$ cat src/rtl/mem_port_arbiter_if.sv
// Bus bundle for mem_port_arbiter: core and debug request ports plus the shared memory port.
// slave is the arbiter's view; master is the requester/memory environment's view.
interface mem_port_arbiter_if #(
  parameter int ADDR_W = 32,
  parameter int DATA_W = 32
);
  logic              core_req;
  logic              core_we;
  logic [ADDR_W-1:0] core_addr;
  logic [DATA_W-1:0] core_wdata;
  logic              core_ready;
  logic [DATA_W-1:0] core_rdata;

  logic              dbg_req;
  logic              dbg_we;
  logic [ADDR_W-1:0] dbg_addr;
  logic [DATA_W-1:0] dbg_wdata;
  logic              dbg_ready;
  logic [DATA_W-1:0] dbg_rdata;

  logic              mem_en;
  logic              mem_we;
  logic [ADDR_W-1:0] mem_addr;
  logic [DATA_W-1:0] mem_wdata;
  logic [DATA_W-1:0] mem_rdata;

  modport slave (
    input  core_req, core_we, core_addr, core_wdata,
    output core_ready, core_rdata,
    input  dbg_req, dbg_we, dbg_addr, dbg_wdata,
    output dbg_ready, dbg_rdata,
    output mem_en, mem_we, mem_addr, mem_wdata,
    input  mem_rdata
  );

  modport master (
    output core_req, core_we, core_addr, core_wdata,
    input  core_ready, core_rdata,
    output dbg_req, dbg_we, dbg_addr, dbg_wdata,
    input  dbg_ready, dbg_rdata,
    input  mem_en, mem_we, mem_addr, mem_wdata,
    output mem_rdata
  );
endinterface

$ cat src/rtl/mem_port_arbiter.sv
// Shares one memory port between the core and the debug/loader port, one fixed-latency access at a time.
// Define ARB_RR_EN for round-robin arbitration; the default build uses fixed priority (debug first).
module mem_port_arbiter #(
  parameter int ADDR_W      = 32,
  parameter int DATA_W      = 32,
  parameter int MEM_LATENCY = 2
) (
  input  logic              clk,
  input  logic              reset,
  mem_port_arbiter_if.slave bus,
  output logic              busy,
  output logic              owner_dbg
);

  localparam int CNT_W = (MEM_LATENCY > 1) ? $clog2(MEM_LATENCY) : 1;
  localparam logic [CNT_W-1:0] CNT_LOAD = CNT_W'(MEM_LATENCY - 1);

  typedef enum logic [1:0] {
    IDLE   = 2'd0,
    ACCESS = 2'd1,
    RESP   = 2'd2
  } state_t;

  state_t            state;
  logic [CNT_W-1:0]  cnt;
  logic              mem_en_q;
  logic              mem_we_q;
  logic [ADDR_W-1:0] addr_q;
  logic [DATA_W-1:0] wdata_q;
  logic [DATA_W-1:0] rdata_q;
  logic              core_ready_q;
  logic              dbg_ready_q;
  logic              pick_dbg;

`ifdef ARB_RR_EN
  logic last_dbg;

  // On contention the side not granted last time wins; a lone requester always wins.
  assign pick_dbg = bus.dbg_req & (~bus.core_req | ~last_dbg);
`else
  assign pick_dbg = bus.dbg_req;
`endif

  always_ff @(posedge clk) begin
    if (reset) begin
      state        <= IDLE;
      cnt          <= '0;
      mem_en_q     <= 1'b0;
      mem_we_q     <= 1'b0;
      addr_q       <= '0;
      wdata_q      <= '0;
      rdata_q      <= '0;
      core_ready_q <= 1'b0;
      dbg_ready_q  <= 1'b0;
      busy         <= 1'b0;
      owner_dbg    <= 1'b0;
`ifdef ARB_RR_EN
      last_dbg     <= 1'b1;
`endif
    end else begin
      case (state)
        IDLE: begin
          if (bus.core_req | bus.dbg_req) begin
            owner_dbg <= pick_dbg;
            mem_we_q  <= pick_dbg ? bus.dbg_we    : bus.core_we;
            addr_q    <= pick_dbg ? bus.dbg_addr  : bus.core_addr;
            wdata_q   <= pick_dbg ? bus.dbg_wdata : bus.core_wdata;
            cnt       <= CNT_LOAD;
            mem_en_q  <= 1'b1;
            busy      <= 1'b1;
            state     <= ACCESS;
`ifdef ARB_RR_EN
            last_dbg  <= pick_dbg;
`endif
          end
        end
        ACCESS: begin
          if (cnt != '0) begin
            cnt <= cnt - CNT_W'(1);
          end else begin
            // mem_we_q still holds the access type during the final access cycle
            if (!mem_we_q) rdata_q <= bus.mem_rdata;
            mem_en_q     <= 1'b0;
            mem_we_q     <= 1'b0;
            core_ready_q <= ~owner_dbg;
            dbg_ready_q  <= owner_dbg;
            state        <= RESP;
          end
        end
        RESP: begin
          core_ready_q <= 1'b0;
          dbg_ready_q  <= 1'b0;
          busy         <= 1'b0;
          state        <= IDLE;
        end
        default: begin
          state <= IDLE;
        end
      endcase
    end
  end

  assign bus.mem_en     = mem_en_q;
  assign bus.mem_we     = mem_we_q;
  assign bus.mem_addr   = addr_q;
  assign bus.mem_wdata  = wdata_q;
  assign bus.core_ready = core_ready_q;
  assign bus.dbg_ready  = dbg_ready_q;
  assign bus.core_rdata = rdata_q;
  assign bus.dbg_rdata  = rdata_q;

endmodule
$ cat src/flat_wrapper.sv
// flat-port wrapper written by rule: the top's interface ports become plain ports
module mem_port_arbiter_flat 
#(
  parameter int ADDR_W      = 32,
  parameter int DATA_W      = 32,
  parameter int MEM_LATENCY = 2
)
  (clk, reset, busy, owner_dbg, bus_core_req, bus_core_we, bus_core_addr, bus_core_wdata, bus_core_ready, bus_core_rdata, bus_dbg_req, bus_dbg_we, bus_dbg_addr, bus_dbg_wdata, bus_dbg_ready, bus_dbg_rdata, bus_mem_en, bus_mem_we, bus_mem_addr, bus_mem_wdata, bus_mem_rdata);
  mem_port_arbiter_if #(.ADDR_W(ADDR_W), .DATA_W(DATA_W)) bus_i ();
  input  logic clk;
  input  logic reset;
  output logic busy;
  output logic owner_dbg;
  input wire logic [$bits(bus_i.core_req)-1:0] bus_core_req;
  input wire logic [$bits(bus_i.core_we)-1:0] bus_core_we;
  input wire logic [$bits(bus_i.core_addr)-1:0] bus_core_addr;
  input wire logic [$bits(bus_i.core_wdata)-1:0] bus_core_wdata;
  output wire logic [$bits(bus_i.core_ready)-1:0] bus_core_ready;
  output wire logic [$bits(bus_i.core_rdata)-1:0] bus_core_rdata;
  input wire logic [$bits(bus_i.dbg_req)-1:0] bus_dbg_req;
  input wire logic [$bits(bus_i.dbg_we)-1:0] bus_dbg_we;
  input wire logic [$bits(bus_i.dbg_addr)-1:0] bus_dbg_addr;
  input wire logic [$bits(bus_i.dbg_wdata)-1:0] bus_dbg_wdata;
  output wire logic [$bits(bus_i.dbg_ready)-1:0] bus_dbg_ready;
  output wire logic [$bits(bus_i.dbg_rdata)-1:0] bus_dbg_rdata;
  output wire logic [$bits(bus_i.mem_en)-1:0] bus_mem_en;
  output wire logic [$bits(bus_i.mem_we)-1:0] bus_mem_we;
  output wire logic [$bits(bus_i.mem_addr)-1:0] bus_mem_addr;
  output wire logic [$bits(bus_i.mem_wdata)-1:0] bus_mem_wdata;
  input wire logic [$bits(bus_i.mem_rdata)-1:0] bus_mem_rdata;
  assign bus_i.core_req = bus_core_req;
  assign bus_i.core_we = bus_core_we;
  assign bus_i.core_addr = bus_core_addr;
  assign bus_i.core_wdata = bus_core_wdata;
  assign bus_core_ready = bus_i.core_ready;
  assign bus_core_rdata = bus_i.core_rdata;
  assign bus_i.dbg_req = bus_dbg_req;
  assign bus_i.dbg_we = bus_dbg_we;
  assign bus_i.dbg_addr = bus_dbg_addr;
  assign bus_i.dbg_wdata = bus_dbg_wdata;
  assign bus_dbg_ready = bus_i.dbg_ready;
  assign bus_dbg_rdata = bus_i.dbg_rdata;
  assign bus_mem_en = bus_i.mem_en;
  assign bus_mem_we = bus_i.mem_we;
  assign bus_mem_addr = bus_i.mem_addr;
  assign bus_mem_wdata = bus_i.mem_wdata;
  assign bus_i.mem_rdata = bus_mem_rdata;
  mem_port_arbiter #(.ADDR_W(ADDR_W), .DATA_W(DATA_W), .MEM_LATENCY(MEM_LATENCY)) u_core (.clk(clk), .reset(reset), .bus(bus_i), .busy(busy), .owner_dbg(owner_dbg));
endmodule
$ cat config.mk
export PLATFORM = sky130hd
export DESIGN_NAME = mem_port_arbiter_flat
export DESIGN_NICKNAME = d
export VERILOG_FILES = /design/src/rtl/mem_port_arbiter_if.sv /design/src/rtl/mem_port_arbiter.sv /design/src/flat_wrapper.sv
export SDC_FILE = /design/constraint.sdc
export NUM_CORES = 1
export LEC_CHECK = 0
export CORE_AREA = 2 2 117 119
export DETAILED_ROUTE_END_ITERATION = 8
export DIE_AREA = 0 0 119 121
export PLACE_DENSITY = 0.83
export SETUP_SLACK_MARGIN = 0.4
export SLEW_MARGIN = 0
export SYNTH_ARGS = -nofsm -noshare
export SYNTH_HDL_FRONTEND = slang
export SYNTH_SLANG_ARGS = --single-unit
$ cat constraint.sdc
create_clock -name clk -period 4.6 [get_ports clk]
set_clock_uncertainty 0.2 [all_clocks]
set_input_delay 0.92 -clock clk [delete_from_list [all_inputs] [get_ports clk]]
set_output_delay 0.92 -clock clk [all_outputs]
set_load 0.01 [all_outputs]
# [Yosys cells after proc, flatten, opt, wreduce, memory -nomap -nowiden]
# Index checks and enable logic that the tools add are counted.
[word_totals] regBits=105 inputBits=166 output_inout_bits=134 wordCells=49
[classes] n_addsub=1 n_eq_ne=4 n_mux=18 bitwise_logic=4 reduce_logical=11
[op_table] cell="two-way mux 32 bit" count=2
[op_table] cell="one-hot mux 1 bit (2 select lines)" count=6
[op_table] cell="AND reduction 2 bit" count=5
[op_table] cell="two-way mux 1 bit" count=7
[op_table] cell="AND reduction 3 bit" count=2
[op_table] cell="nonzero test 2 bit" count=3
[op_table] cell="two-way mux 2 bit" count=2
[op_table] cell="one-hot mux 2 bit (2 select lines)" count=1
[op_table] cell="NOT 1 bit" count=3
[op_table] cell="equality test 2 x 1 -> 1 bit (second input constant)" count=1
[op_table] cell="equality test 2 bit (second input constant)" count=1
[op_table] cell="zero test 2 bit" count=1
[op_table] cell="inequality test 2 x 1 -> 1 bit (second input constant)" count=1
[op_table] cell="inequality test 2 bit (second input constant)" count=1
[op_table] cell="bitwise OR 1 bit" count=1
[op_table] cell="subtractor 1 bit (second input constant)" count=1

# [Logic depth before layout (Yosys ltp)]
[depth] ltp_word=3 depth_mapped=7 mapped_depth_nobuf=3

# [Worst setup path before layout]
# OpenSTA, ideal clock, no wires.
[synth_timing] kind="input port to flip-flop" start="input bus_dbg_req" end="register u_core.addr_q[29], in the netlist u_core.bus.mem_addr[29]" setup_time_ns=0.146 arrival_time_ns=1.872 required_time_ns=4.254 path_slack_ns=2.382 cell_stages=7 n_path_buf=4 cell_sequence="clkbuf_1 or2_1 clkbuf_1 buf_4 buf_2 a21oi_1 a211oi_2"
[synth_between] elab_chain_len=2 elab_cells_between_ends=3 cone_classes="mux (1); bitwise (1); reduce/logical (1)"
[synth_lines] item="from (decl)" line_no="flat_wrapper.sv:20" source="input wire logic [$bits(bus_i.dbg_req)-1:0] bus_dbg_req;"
[synth_lines] item="bitwise OR 1 bit" line_no="mem_port_arbiter.sv:63" source="if (bus.core_req | bus.dbg_req) begin"
[synth_lines] item="AND reduction 2 bit (no line)"
[synth_lines] item="to (signal assigned)" line_no="mem_port_arbiter.sv:66" source="addr_q <= pick_dbg ? bus.dbg_addr : bus.core_addr;"
[synth_lines] item="to (decl)" line_no="mem_port_arbiter.sv:28" source="logic [ADDR_W-1:0] addr_q;"
# Parallel ways exist; a longest one is shown, timed or not.
# A chain may end at the register's enable or synchronous reset.

# [Worst setup path after layout]
[layout_timing] start="register u_core.owner_dbg" end="output owner_dbg"
[layout_rtl] item="from (decl)" line_no="mem_port_arbiter.sv:12" source="output logic owner_dbg"
[layout_rtl] item="from (signal assigned)" line_no="mem_port_arbiter.sv:64" source="owner_dbg <= pick_dbg;"
[layout_rtl] item="to (decl)" line_no="flat_wrapper.sv:13" source="output logic owner_dbg;"
# No word-level cell between the ends.

==> out/summary.txt <==
status = finished, final reports clean
Overall Power = 2.56 mW
antenna cells = 0
RSZ-0062 raised after global routing = false
CP Capture Point = owner_dbg
GR Util met3 = 5.22%
port bufs = 299
post-DP HPWL = 11200 um
post-CTS setup buffers = 0
Root Buffer = clkbuf_16
CP delay by family, top = buffers and inverters
vias per cell = 5.00
vias in the first global route = 4628
TritonCTS buffer count = 9
maximum clock frequency = 382 MHz
Max Slew Vio Count = 0
clock buffer depth = 2
Clock Sinks = 105
Relative slew margins = 22.2%
CP Launch Type = flop
Cells after Synth = 507
met1 usage = 23.1%
Post-Syn Area = 4890 um^2
FF-to-FF End = u_core.bus.core_rdata[8]$_SDFFE_PP0P_
Crit. End Element = output pin
R2R depth = 3
setup TNS = 0 ns
Hold Buf Count CTS = 0
FILL cells = 1042
via count = 4613
largest net degree at the start of global routing = 87
Worst path slowest cell = clkdlybuf4s50_1
Starting DRT DRC Count = 192
CTS resizes = 0
Max FO, Critical Path = 4
VDD IR max = 184 uV
Yosys reg bits = 105
Post-Syn Area per Cell = 9.64 um^2
WS Path Type = reg -> out
Die Span Y = 121 um
Power Density = 323 nW/um^2
initial antenna violation count = 0
proportion of layout cells with a drive suffix above 1 = 10.5%
Initial Util = 37.4%
reg2reg setup slack = 2.49 ns
CTS H-Tree Depth = 3
Syn. warnings = 0
GR peak layer = met2
WL final = 15300 um
DRC violations left = 0
crit path cell chain = clkdlybuf4s50_1
num rows = 42
gpl congestion = 0.824
setup violators final = 0
Stages on worst setup path = 1
CTS tree = done
Clk Latency, worst-skew pair = 0.34 ns
Leak = 2.91 nW
die area = 14400 um^2
period utilisation layout = 56.9%
total global routing track utilization = 20.8%
area grow syn2layout = 62.2%
Buf/Inv on CP = 1
first-pass GRT wire length = 23800 um
worst slew pin tran = 1.17 ns
HP Class = reg -> reg
CP startpoint = u_core.owner_dbg$_SDFFE_PP0P_
Final Hold Viols = 0
total gr overflow = 0
Synth cell types = 25
required time of the critical path = 3.48 ns
register area share after synthesis = 43.0%
max incr delay on CP = 0.65 ns
Max-cap violations = 0
Final ANT Viol Nets = 0
Core Area = 13100 um^2
launch point of the worst hold path = u_core.bus.core_rdata[19]$_SDFFE_PP0P_
met2 Use GR = 37.9%
crit path time final = 2.62 ns
Horiz. Die Dim = 119 um
wire per inst = 16.6 um
worst hold margin = 0.272 ns
Mapped Nets = 673
worst path arrival time = 1.50 ns
final net count = 907
I/O pin count = 300
worst reg2reg path startpoint = u_core.cnt$_SDFFE_PP0P_
Reg clk slew, reported paths = 0.07 ns
drt pass-1 iters = 7
[power by group]
part / total [mW] / internal [mW] / switching, mW
Combinational: 0.780 / 0.433 / 0.348
Clock: 0.706 / 0.380 / 0.326
Sequential: 1.07 / 1.01 / 0.0668
Total: 2.56 / 1.82 / 0.740
[per-layer routing]
| metal | vias up | share of wire (%) | routed length [um] |
|---|---|---|---|
| met5 | - | 0 | 0 |
| met4 | 0 | 2.5 | 389 |
| met3 | 22 | 7.7 | 1180 |
| met2 | 216 | 51 | 7850 |
| met1 | 2132 | 38 | 5850 |
| li1 | 2243 | - | - |
[cell families (layout without fill, tap and decap cells)]
logic type	count (synthesis)	after routing	synth area share (%)
AO/OA/AOI/OAI	174	174	26.6
buffers and inverters	83	322	10.3
flip-flops	105	105	43.0
multiplexers	65	65	13.3
AND/OR/NAND/NOR	80	80	6.78
[cell usage after synthesis (all sizes together)]
master  instances  area share [%]
a22oi           2            0.31
a32oi           1            0.18
a21oi         103              11
nand2          70             5.4
inv             2            0.15
o21ai           1            0.10
nor3            1            0.10
mux2i          65              13
or4b            1            0.20
and2            1            0.13
nor4b           1            0.31
a211oi         65              15
clkbuf         24             1.8
a21bo           1            0.20
buf            57             8.3
or3b            1            0.18
o21a            1            0.15
or2             1            0.13
nor2            3            0.23
dfxtp         105              43
nor2b           1            0.13
[layout by cell type, fill, tap and decap left out, types with 2 or more instances in the layout]
master | synthesis | layout
a211oi_1 | 15 | 15
a211oi_2 | 50 | 50
a21oi_1 | 103 | 103
a22oi_1 | 2 | 2
buf_4 | 34 | 7
clkbuf_16 | 0 | 9
clkdlybuf4s50_1 | 0 | 297
clkinv_2 | 0 | 3
dfxtp_1 | 105 | 105
inv_1 | 2 | 2
mux2i_1 | 65 | 65
nand2_1 | 70 | 70
nor2_1 | 3 | 2
[per-stage QoR]
stage	cell area [um^2]	instances	setup slack (ns)	utilization [%]
CTS	7930	922	1.96	60.6
global placement	7660	906	1.76	58.5
detailed placement	7660	906	1.70	58.5
floorplan	4890	507	2.38	-
finish	7930	922	1.98	60.6
global route	7930	922	1.95	60.6
[final cells by class]
class	instances	area, um^2	share of cell area, %
multi-input combinational	319	2300	29.0
clock buffer	11	243	3.06
tap	176	220	2.78
inverter	2	7.51	0.0947
clock inverter	5	31.3	0.394
sequential	105	2100	26.5
timing repair buffer	304	3030	38.2
[state kept, by name, summed over array words and instances (netlist names)]
name and flops:
u_core.bus.dbg_ready 1, u_core.bus.mem_wdata 32, u_core.bus.core_rdata 32, u_core.owner_dbg 1, u_core.bus.mem_en 1, u_core.bus.mem_addr 32, u_core.cnt 1, u_core.bus.core_ready 1
u_core.state 2, u_core.busy 1, u_core.bus.mem_we 1
[worst min-delay path by stage]
stage,slack [ns],depth (start not counted),end
after floorplan,0.28,2,u_core.bus.mem_en$_SDFFE_PP0P_
after detailed placement,0.26,2,u_core.bus.core_rdata[19]$_SDFFE_PP0P_
after global routing,0.29,2,u_core.bus.core_rdata[28]$_SDFFE_PP0P_
after global placement,0.25,2,u_core.bus.mem_en$_SDFFE_PP0P_
after CTS,0.27,2,u_core.bus.core_rdata[19]$_SDFFE_PP0P_
final,0.27,2,u_core.bus.core_rdata[19]$_SDFFE_PP0P_
(Power assumes the default switching activity.)
==> patch 1 (config.mk and constraints unchanged) <==
The 3 states of `state_t` get a one-hot encoding in 3 bits.
--- a/src/rtl/mem_port_arbiter.sv
+++ b/src/rtl/mem_port_arbiter.sv
@@ -17,6 +17,6 @@
 
-  typedef enum logic [1:0] {
-    IDLE   = 2'd0,
-    ACCESS = 2'd1,
-    RESP   = 2'd2
+  typedef enum logic [2:0] {
+    IDLE   = 3'b001,
+    ACCESS = 3'b010,
+    RESP   = 3'b100
   } state_t;
Behaviour: no difference found for any inputs over 10 cycles, from zero or initial values and one cycle with reset high; not proved beyond that.
==> patch 1 against the original RTL <==
- clock power up 16%
- synthesized area increased by 5.2%
- sequential share of layout area fell by 0.48 points
- total power is 5.6% higher
- die area did not move
- routed wire length is 4.0% higher
- sequential cell count up 1
- global-route usage up 0.13 points
- cell area is 2.8% higher
- worst setup slack lost 0.19 ns
- largest power group unchanged
- highest routed layer unchanged
==> patch 1: results (changes against the original RTL) <==
metric;value;unit;change
postCtsSetupBuffers;0;;unchanged
hpwl;11310;microns;+0.71%
powerDensity;331.5;mW/mm^2;+2.7%
drt_iter0_markers;272;;+42%
r2r_end;u_core.bus.mem_wdata[27]$_SDFFE_PP0P_;;
cts_htree_levels;3;;unchanged
grt_pass1_vias;4756;;+2.8%
path_max_fanout;69;;+65
synth_cell_types;30;;+20%
ys_seq_area_share;41.25;%;-1.8 points
drive_above_1_share;12.03;%;+1.6 points
synthTopCellsByCount;dfxtp_1 (106), a21oi_1 (101), mux2i_1 (65), a211oi_2 (60), buf_4 (34);;
synthTopCellsByArea;dfxtp_1 (41%), a211oi_2 (15%), mux2i_1 (13%);;
reg2reg_slack;1.79;ns;-0.70 ns
whs_path_depth;2;;unchanged
fill_cells;1055;;+1.2%
syn_nets;680;;+1.0%
peakVddDrop;0.1761;mV;-4.1%
grt_max_degree;91;;+4.6%
cp_slowest_cell;and2_4;;
clk_path_buf_depth;2;;unchanged
diodes;0;;unchanged
drtPass1Iterations;5;;-2
critPathLaunchType;flop;;
place.gp.congestion;0.8113;;-1.6%
min_from;u_core.bus.dbg_ready$_SDFFE_PP0P_;;
leakagePower;2.919;nW;+0.21%
synth-compound-area-share;29.04;%;+2.4 points
reg2reg_depth;4;;+1
cts_made_buffers;9;;unchanged
arrival;2.77;ns;+1.27 ns
finalNetCount;909;;+0.22%
status;completed;;
min_to;u_core.bus.dbg_ready$_SDFFE_PP0P_;;
grtUsageTotal;20.92;%;+0.13 points
num_vias;4798;;+4.0%
yosys_warnings;0;;unchanged
place_ws;1.640;ns;-0.06039 ns
ys_async_sr_fraction;0;%;unchanged
max-slew-margin-rel;15.11;%;-7.1 points
grt_pass1_wl;24260;microns;+1.9%
worstReg2RegStart;u_core.state[0]$_SDFFE_PP1P_;;
crit_path_max_incr_delay;0.97;ns;+0.32 ns
detail_route.wl_per_cell;17.19;microns;+3.8%
place_area;0.007835;sq mm;+2.3%
synthMuxAreaShare;12.65;%;-0.66 points
portBuffers;299;;unchanged
-- patch 1: worst max-delay path, delay by kind of cell (launching register included) --
kind	cells	cell delay, ns
flops	1	0.45
simple gates	2	1.18
compound gates	1	0.17
buf+inv	1	0.59
-- patch 1: how the worst max path moves through the flow --
stage                                                 end  slack, ns  cells after the start
global placement           u_core.bus.mem_we$_SDFFE_PP0P_       1.71                      5
finish              u_core.bus.mem_wdata[27]$_SDFFE_PP0P_       1.79                      4
global route        u_core.bus.mem_wdata[19]$_SDFFE_PP0P_       1.63                      4
floorplan            u_core.bus.mem_addr[18]$_SDFFE_PP0P_       2.33                      7
CTS                  u_core.bus.mem_addr[27]$_SDFFE_PP0P_       1.79                      4
detailed placement         u_core.bus.mem_we$_SDFFE_PP0P_       1.64                      5
-- patch 1: cell type report --
cell class,count,area share [%]
clock buffers,10,2.808
clock inverters,6,1.105
inverters,2,0.09207
multi-input cells,319,30.08
flip-flops and latches,106,26.02
well taps,176,2.701
repair buffers,305,37.20
-- patch 1: cells by family after synthesis --
logic type             count (synthesis)
flip-flops                           106
AND/OR/NAND/NOR                       52
buffers and inverters                 89
multiplexers                          65
AO/OA/AOI/OAI                        202
-- patch 1: through the flow --
stage / hold WS, ns / instances
floorplan: 0.2730 / 514
global placement: 0.2410 / 908
CTS: 0.2726 / 924
detailed placement: 0.2619 / 908
finish: 0.2680 / 924
global route: 0.2795 / 924
-- patch 1: metal layers --
| layer | GRT usage [%] | vias to the layer above | wire (microns) |
|---|---|---|---|
| met5 | 0 | - | 0 |
| met4 | 8.482 | 0 | 401 |
| met3 | 4.511 | 29 | 1107 |
| met2 | 38.47 | 213 | 8095 |
| met1 | 23.41 | 2248 | 6279 |
| li1 | - | 2308 | - |
-- patch 1: power breakdown --
part	switching (mW)	internal, mW	total (mW)	leakage, nW
sequential	0.0596	1.02	1.08	0.873
combinational	0.376	0.430	0.806	1.89
clock	0.342	0.479	0.821	0.153
==> patch 2 (config.mk and constraints unchanged) <==
Without the edit above. `MEM_LATENCY` is set to 2 in 2 places; all go to 4.
--- a/src/rtl/mem_port_arbiter.sv
+++ b/src/rtl/mem_port_arbiter.sv
@@ -5,3 +5,3 @@
   parameter int DATA_W      = 32,
-  parameter int MEM_LATENCY = 2
+  parameter int MEM_LATENCY = 4
 ) (
--- a/src/flat_wrapper.sv
+++ b/src/flat_wrapper.sv
@@ -5,3 +5,3 @@
   parameter int DATA_W      = 32,
-  parameter int MEM_LATENCY = 2
+  parameter int MEM_LATENCY = 4
 )
Behaviour: not the same (a bounded check fails within 4 cycles, from zero or initial values and one cycle with reset high).
==> patch 2 against the original RTL <==
- first-iteration DRC count grew 7.8%
- maximum frequency grew 0.24%
- synthesized cell count grew 2.4%
- total power rose by 0.79%
- synthesized area down 2.4%
- critical path type is now in2reg
- worst setup slack gained 0.0064 ns
- die area unchanged
- non-clock buffer count grew 1
- critical endpoint is now u_core.bus.mem_wdata[4]$_SDFFE_PP0P_
- sequential cell count up 1
- routed wire length fell by 6.4%
- cell area decreased by 1.9%
- highest routed layer unchanged
==> patch 2: results (changes against the original RTL) <==
metric;value;unit;change
design_area;0.007781;sq mm;-1.9%
grt_pass1_vias;4608;;-0.43%
peakVddDrop;0.1500;mV;-18%
finalNetCount;920;;+1.4%
multiInputGateArea;0.002117;sq mm;-8.0%
drt-total-wl;14300;microns;-6.4%
powerComb;0.776;mW;-0.5%
drive_above_1_share;3.831;%;-6.6 points
routed_via_density;5.000;;about the same
syn_area_per_cell;9.192;sq um;-4.7%
status;completed;;
critPathLaunch;bus_dbg_req;;
nClkBuffers;12;;+1
total_power;2.580;mW;+0.79%
place.gp.congestion;0.8066;;-2.1%
final-nonclk-buf-share;38.98;%;+0.83 points
inverters;4;;+2
clkSinkCount;106;;+0.95%
min_from;u_core.bus.core_rdata[15]$_SDFFE_PP0P_;;
hpwl;10670;microns;-5.0%
synth_cell_types;29;;+16%
grt_pass1_wl;22140;microns;-7.0%
synth_top_area_share;44.48;%;+1.5 points
syn_nets;687;;+2.1%
dr_wl_met2;7381;microns;-6.0%
critPathLaunchType;input port;;
clk_share;3.521;%;+0.066 points
cp_slowest_cell;or2_4;;
grtUsageTotal;18.96;%;-1.8 points
m1WireLength;5444;microns;-7.0%
p_clk;0.708;mW;about the same
fill_cells;1047;;+0.48%
place_ws;1.645;ns;-0.05450 ns
multi_input_gates;326;;+2.2%
detail_route.wl_per_cell;15.33;microns;-7.5%
worstReg2RegStart;u_core.state[1]$_SDFFE_PP0P_;;
path_max_fanout;66;;+62
use_met3;5.122;%;-0.094 points
synthTopCellsByCount;dfxtp_1 (106), a21oi_1 (105), nand2_1 (69), a211oi_1 (64), mux2i_1 (64);;
ys_seq_area_share;44.48;%;+1.5 points
drt_iter0_markers;207;;+7.8%
drtPass1Iterations;4;;-3
synthTopCellsByArea;dfxtp_1 (44%), mux2i_1 (13%), a21oi_1 (11%);;
seqCellArea;0.002122;sq mm;+0.95%
place_area;0.007507;sq mm;-1.9%
met2_usage;35.85;%;-2.0 points
crit_family;simple AND/OR/NAND/NOR gates;;
max-slew-margin-rel;27.51;%;+5.3 points
grtUsageMet1;19.83;%;-3.2 points
dr_wl_met3;1098;microns;-7.0%
leakagePower;2.888;nW;-0.83%
n_all_buffers;305;;+0.33%
crit_path_max_incr_delay;0.70;ns;+0.05 ns
synthFlopType;dfxtp_1;;
patch 2: changes by cell type after synthesis, sizes merged, moves of 2 or more:
cell	change
a31oi	+2
nand3	+3
o31a	+2
a22oi	-2
clkbuf	-8
a21oi	+2
ha	+2
buf	+10
inv	+2
patch 2: path summary, 6_finish.rpt:
path / endpoint / slack, ns / depth (start not counted)
worst min-delay path: u_core.bus.core_rdata[15]$_SDFFE_PP0P_ / 0.27 / 2
worst min register to register: u_core.bus.core_rdata[15]$_SDFFE_PP0P_ / 0.27 / 2
worst max register to register: u_core.bus.mem_addr[27]$_SDFFE_PP0P_ / 2.32 / 4
worst max-delay path: u_core.bus.mem_wdata[4]$_SDFFE_PP0P_ / 1.99 / 4
patch 2: kinds of logic (layout without fill, tap and decap cells):
logic type | count (synthesis) | count (layout) | share of synthesized area, %
fa+ha+maj | 2 | 2 | 0.5244
buf+inv | 87 | 325 | 11.38
mux | 65 | 65 | 13.66
simple gates | 83 | 83 | 7.737
flops | 106 | 106 | 44.48
compound gates | 176 | 176 | 22.21
